--- config.mk ---
export PLATFORM = sky130hd
export DESIGN_NAME = rs_trace_buffer
export DESIGN_NICKNAME = d
export VERILOG_FILES = /design/src/rtl/rs_trace_buffer.sv
export SDC_FILE = /design/constraint.sdc
export NUM_CORES = 1
export LEC_CHECK = 0
export CORE_MARGIN = 2
export CORE_UTILIZATION = 58
export DETAILED_ROUTE_END_ITERATION = 8
export GPL_TIMING_DRIVEN = 0
export PLACE_DENSITY = 0.75
export REMOVE_ABC_BUFFERS = 1
export SLEW_MARGIN = 25
export SYNTH_ARGS = -nofsm -noshare
export SYNTH_HDL_FRONTEND = slang
export SYNTH_SLANG_ARGS = --single-unit
--- constraint.sdc ---
create_clock -name clk -period 5 [get_ports clk]
set_clock_uncertainty 0.1 [all_clocks]
set_input_delay 0.75 -clock clk [delete_from_list [all_inputs] [get_ports clk]]
set_output_delay 0.75 -clock clk [all_outputs]
set_load 0.01 [all_outputs]
--- src/rtl/rs_trace_buffer.sv ---
// rs_trace_buffer: multi-channel register-index trace capture.
// Circular buffer that freezes after a trigger and post-trigger window, then drains.
module rs_trace_buffer #(
  parameter int NUM_CH   = 2,
  parameter int IDX_W    = 5,
  parameter int DEPTH    = 16,
  parameter int POST_LEN = 4
) (
  input  logic                        clk,
  input  logic                        reset,
  input  logic                        sample_valid,
  input  logic [NUM_CH*IDX_W-1:0]     rs_idx,
  input  logic                        arm,
  input  logic                        abort,
  input  logic                        trig_en,
  input  logic [IDX_W-1:0]            trig_idx,
  input  logic                        rd_ready,
  output logic                        rd_valid,
  output logic [NUM_CH*IDX_W-1:0]     rd_data,
  output logic [$clog2(DEPTH):0]      level,
  output logic                        busy,
  output logic                        done,
  output logic                        triggered,
  output logic                        overflow
);

  localparam int AW = $clog2(DEPTH);
  localparam int LW = AW + 1;
  localparam int DW = NUM_CH * IDX_W;

  typedef enum logic [1:0] {
    S_IDLE,
    S_ARMED,
    S_POST,
    S_DONE
  } state_t;

  state_t          r_state;
  logic [DW-1:0]   r_mem [DEPTH];
  logic [AW-1:0]   r_wr_ptr;
  logic [AW-1:0]   r_rd_ptr;
  logic [LW-1:0]   r_level;
  logic [AW-1:0]   r_post_cnt;
  logic            r_triggered;
  logic            r_overflow;

  logic            w_match;
  logic            w_full;
  logic            w_wr;
  logic            w_pop;

  // any channel carrying the trigger index
  always_comb begin
    w_match = 1'b0;
    for (int c = 0; c < NUM_CH; c++) begin
      if (rs_idx[c*IDX_W +: IDX_W] == trig_idx) w_match = 1'b1;
    end
  end

  assign w_full = (r_level == LW'(DEPTH));
  assign w_wr   = sample_valid && !abort &&
                  (r_state == S_ARMED || r_state == S_POST);
  assign w_pop  = rd_valid && rd_ready;

  // sample storage; contents are don't-care after reset
  always_ff @(posedge clk) begin
    if (w_wr) r_mem[r_wr_ptr] <= rs_idx;
  end

  // capture/readout state machine with pointers and sticky flags
  always_ff @(posedge clk) begin
    if (reset) begin
      r_state     <= S_IDLE;
      r_wr_ptr    <= '0;
      r_rd_ptr    <= '0;
      r_level     <= '0;
      r_post_cnt  <= '0;
      r_triggered <= 1'b0;
      r_overflow  <= 1'b0;
    end else begin
      unique case (r_state)
        S_IDLE: begin
          if (arm && !abort) begin
            r_wr_ptr    <= '0;
            r_rd_ptr    <= '0;
            r_level     <= '0;
            r_triggered <= 1'b0;
            r_overflow  <= 1'b0;
            r_state     <= S_ARMED;
          end
        end
        S_ARMED, S_POST: begin
          if (abort) begin
            r_state <= S_IDLE;
            r_level <= '0;
          end else if (sample_valid) begin
            r_wr_ptr <= r_wr_ptr + AW'(1);
            if (w_full) begin
              r_rd_ptr   <= r_rd_ptr + AW'(1);
              r_overflow <= 1'b1;
            end else begin
              r_level <= r_level + LW'(1);
            end
            if (r_state == S_ARMED) begin
              if (trig_en && w_match) begin
                r_triggered <= 1'b1;
                if (POST_LEN == 0) begin
                  r_state <= S_DONE;
                end else begin
                  r_state    <= S_POST;
                  r_post_cnt <= AW'(POST_LEN);
                end
              end
            end else begin
              r_post_cnt <= r_post_cnt - AW'(1);
              if (r_post_cnt == AW'(1)) r_state <= S_DONE;
            end
          end
        end
        S_DONE: begin
          if (abort) begin
            r_state <= S_IDLE;
            r_level <= '0;
          end else if (w_pop) begin
            r_rd_ptr <= r_rd_ptr + AW'(1);
            r_level  <= r_level - LW'(1);
            if (r_level == LW'(1)) r_state <= S_IDLE;
          end
        end
        default: r_state <= S_IDLE;
      endcase
    end
  end

  assign busy      = (r_state == S_ARMED) || (r_state == S_POST);
  assign done      = (r_state == S_DONE);
  assign rd_valid  = done && (r_level != '0);
  assign rd_data   = r_mem[r_rd_ptr];
  assign level     = r_level;
  assign triggered = r_triggered;
  assign overflow  = r_overflow;

endmodule

==> results of run 1 <==
-- stage by stage --
stage / cells / setup WS (ps)
finish: 676 / 1390
global route: 676 / 1280
CTS: 676 / 1320
detailed placement: 644 / 1290
global placement: 639 / 47.6
floorplan: 422 / 1240
-- worst max-delay path, cell delays in order (launching register included) --
cell and delay [ps]:
dfxtp_4 490, buf_16 280, mux4_2 560, mux4_2 490, clkdlybuf4s50_1 490
-- logic make-up (layout without fill, tap and decap cells) --
| group | Yosys count | count (layout) | share of synthesized area [%] |
|---|---|---|---|
| AOI/OAI and AO/OA | 56 | 56 | 4.96 |
| xor gates and xnor gates | 13 | 13 | 1.47 |
| adders and majority gates | 16 | 16 | 2.59 |
| buffers and inverters | 38 | 96 | 2.05 |
| DFF | 185 | 185 | 68.6 |
| muxes | 53 | 53 | 15.0 |
| and+or+nand+nor | 81 | 81 | 5.40 |
-- cell type report --
class	count	share of cell area [%]
repair buffers	46	5.38
well taps	176	2.46
flip-flops and latches	185	59.2
multi-input cells	219	25.9
clock buffers	19	4.83
inverters	18	0.753
clock inverters	13	1.45
-- where the power goes --
| part | internal, uW | switching [uW] | total, uW |
|---|---|---|---|
| registers | 1720 | 62.1 | 1790 |
| logic | 381 | 337 | 718 |
| clock network | 732 | 547 | 1280 |
| total | 2840 | 946 | 3780 |
-- layer usage --
layer	global-route usage, %	part of all wire (%)	up-vias
li1	-	-	1856
met1	32.8	42	2183
met2	38.5	51	152
met3	5.42	5.7	22
met4	8.82	1.7	0
met5	0	0	-
-- final timing paths --
path	from	endpoint	slack [ps]	depth (start not counted)
worst max-delay path	register	rd_data[1]	1390	4
worst min-delay path	overflow	overflow	370	2
worst max register to register	r_state[0]	r_mem[2][5]	1700	7
worst min register to register	overflow	overflow	370	2
-- cells in the mapped netlist, types with 2 or more instances --
master / n
edfxtp_1: 160
mux4_2: 50
dfxtp_1: 25
nor2_1: 25
a21oi_1: 18
inv_1: 18
nand2_1: 17
ha_1: 16
clkbuf_1: 11
xnor2_1: 11
o21ai_0: 9
nor3_1: 8
buf_2: 7
nand2b_1: 6
nand4_1: 5
nand3_1: 4
o21a_1: 4
a211oi_1: 3
a31oi_1: 3
nor2b_1: 3
a21o_1: 2
mux2i_1: 2
o22ai_1: 2
o31ai_1: 2
or3_1: 2
or4_1: 2
xor2_1: 2
-- sequential cells by signal, summed over array words and instances (netlist names), named ones only --
signal and cells:
r_rd_ptr 4, r_mem 160, r_wr_ptr 4, r_state 2, triggered 1, overflow 1, level 5, r_post_cnt 4
==> flow_metrics.py, run 1 <==
metrics = {
    "placed_design": {
        "routabilityCongestion": 0.881,
        "dp_hpwl_um": 9870,
        "place_area_mm2": 0.00841,
        "port_buffers": 41,
    },
    "clock_network": {
        "cts_htree_levels": 4,
        "path_clk_slew_ps": 60,
        "post-cts-setup-buffer-count": 0,
        "cts_resized": 0,
        "cts_buffers": 17,
        "cts_root_buf": "clkbuf_16",
        "numClockSinks": 185,
        "clk_latency_ps": 420,
        "cts_tree": "built",
        "clockBufferDepth": 2,
        "cts_hold_buffers": 0,
    },
    "global_route": {
        "grt_pass1_wl_um": 24800,
        "antenna_found_initial": 0,
        "overflow": 0,
        "grt.total_usage_pct": 24.0,
        "grt_pass1_vias": 4288,
        "grt_start_max_net_pins": 41,
    },
    "cells_and_area": {
        "n_antenna_cell": 0,
        "fillCellCount": 879,
        "final_common_cell": "edfxtp_1",
        "finalInstanceArea_mm2": 0.00897,
        "ff_latch_area_mm2": 0.00531,
        "area_delta_synth_final_pct": 15.9,
        "postLayoutCoreUtil_pct": 68.3,
        "multi_input_area_mm2": 0.00232,
        "drive_above_1_share_pct": 22.0,
        "fin_nets": 525,
        "layout_common_cells": "160 x edfxtp_1, 50 x mux4_2, 41 x clkdlybuf4s50_1",
    },
    "logic_synthesis": {
        "yosysWarningCount": 0,
        "netlist_area_mm2": 0.00774,
        "synth_edf_count": 160,
        "async_reset_ff_share_pct": 0,
        "yosysSeqAreaShare_pct": 68.6,
        "ys_ff_latch": 185,
        "synth_cells": 442,
        "synth_area_per_cell_um2": 17.5,
        "synth_top_area_cell": "edfxtp_1",
        "ys_top_cells_by_area": "edfxtp_1 62%, mux4_2 15%, dfxtp_1 6.5%",
        "ys_types": 52,
        "synth_ff_type": "edfxtp_1",
        "yosysTopAreaCellShare_pct": 62.1,
    },
    "power": {
        "leakage_uw": 0.00278,
        "vdd_drop_max_uv": 279,
        "finalPower_uw": 3780,
        "p_per_area_mw_per_mm2": 422,
    },
    "timing": {
        "hold_viol_final": 0,
        "fmaxAchievable_mhz": 277,
        "min_period_ps": 3610,
        "tns_ps": 0,
        "slew-limit-headroom_pct": 40.7,
        "min_period_over_period_pct": 72.2,
        "rsz0062_at_grt": "no",
        "whs_ps": 372,
        "setup_viol_count_final": 0,
        "tightest_slew_ps": 888,
        "finalMaxSlewViolations": 0,
    },
    "route": {
        "routed_wl_um": 16200,
        "postRouteAntennaNets": 0,
        "vias_per_cell": 6.23,
        "vias": 4213,
        "drc_errors": 0,
        "drt_iter0_markers": 440,
        "wire_per_inst_um": 23.9,
        "dr.pass1.iters": 5,
    },
    "critical_path": {
        "critPathKind": "reg -> out",
        "cp-end-kind": "output pin",
        "critPathRequiredTime_ps": 4150,
        "start_kind": "register",
        "crit_arrival_ps": 2760,
        "critPathMaxFanout": 31,
    },
    "run": {
        "max_cap_violations": 0,
    },
    "floorplanning": {
        "die_x_um": 120,
        "core_region_area_mm2": 0.0131,
        "io-pin-count": 42,
        "rows": 42,
        "dieArea_mm2": 0.0143,
        "start_util_pct": 58.9,
        "die_y_um": 120,
    },
    "worst_hold_path": {
        "hold_path.class": "reg -> reg",
    },
    "run_status": {
        "status": "finished clean",
    },
}
Power figures use the tool's default switching activity.
==> inputs of run 2 (changes only) <==
Clock period 5 ns to 3.51 ns, I/O delays scaled along.
==> results of run 2 <==
The final DEF is identical to that of run 1. Status: finished clean.
Among the figures that moved: setup slack after placement 1290 ps -> 23.7 ps; setup slack after layout 1390 ps -> 124 ps; register-to-register setup slack 1700 ps -> 210 ps; total power 3780 uW -> 5390 uW; worst IR drop on VDD 279 uV -> 397 uV
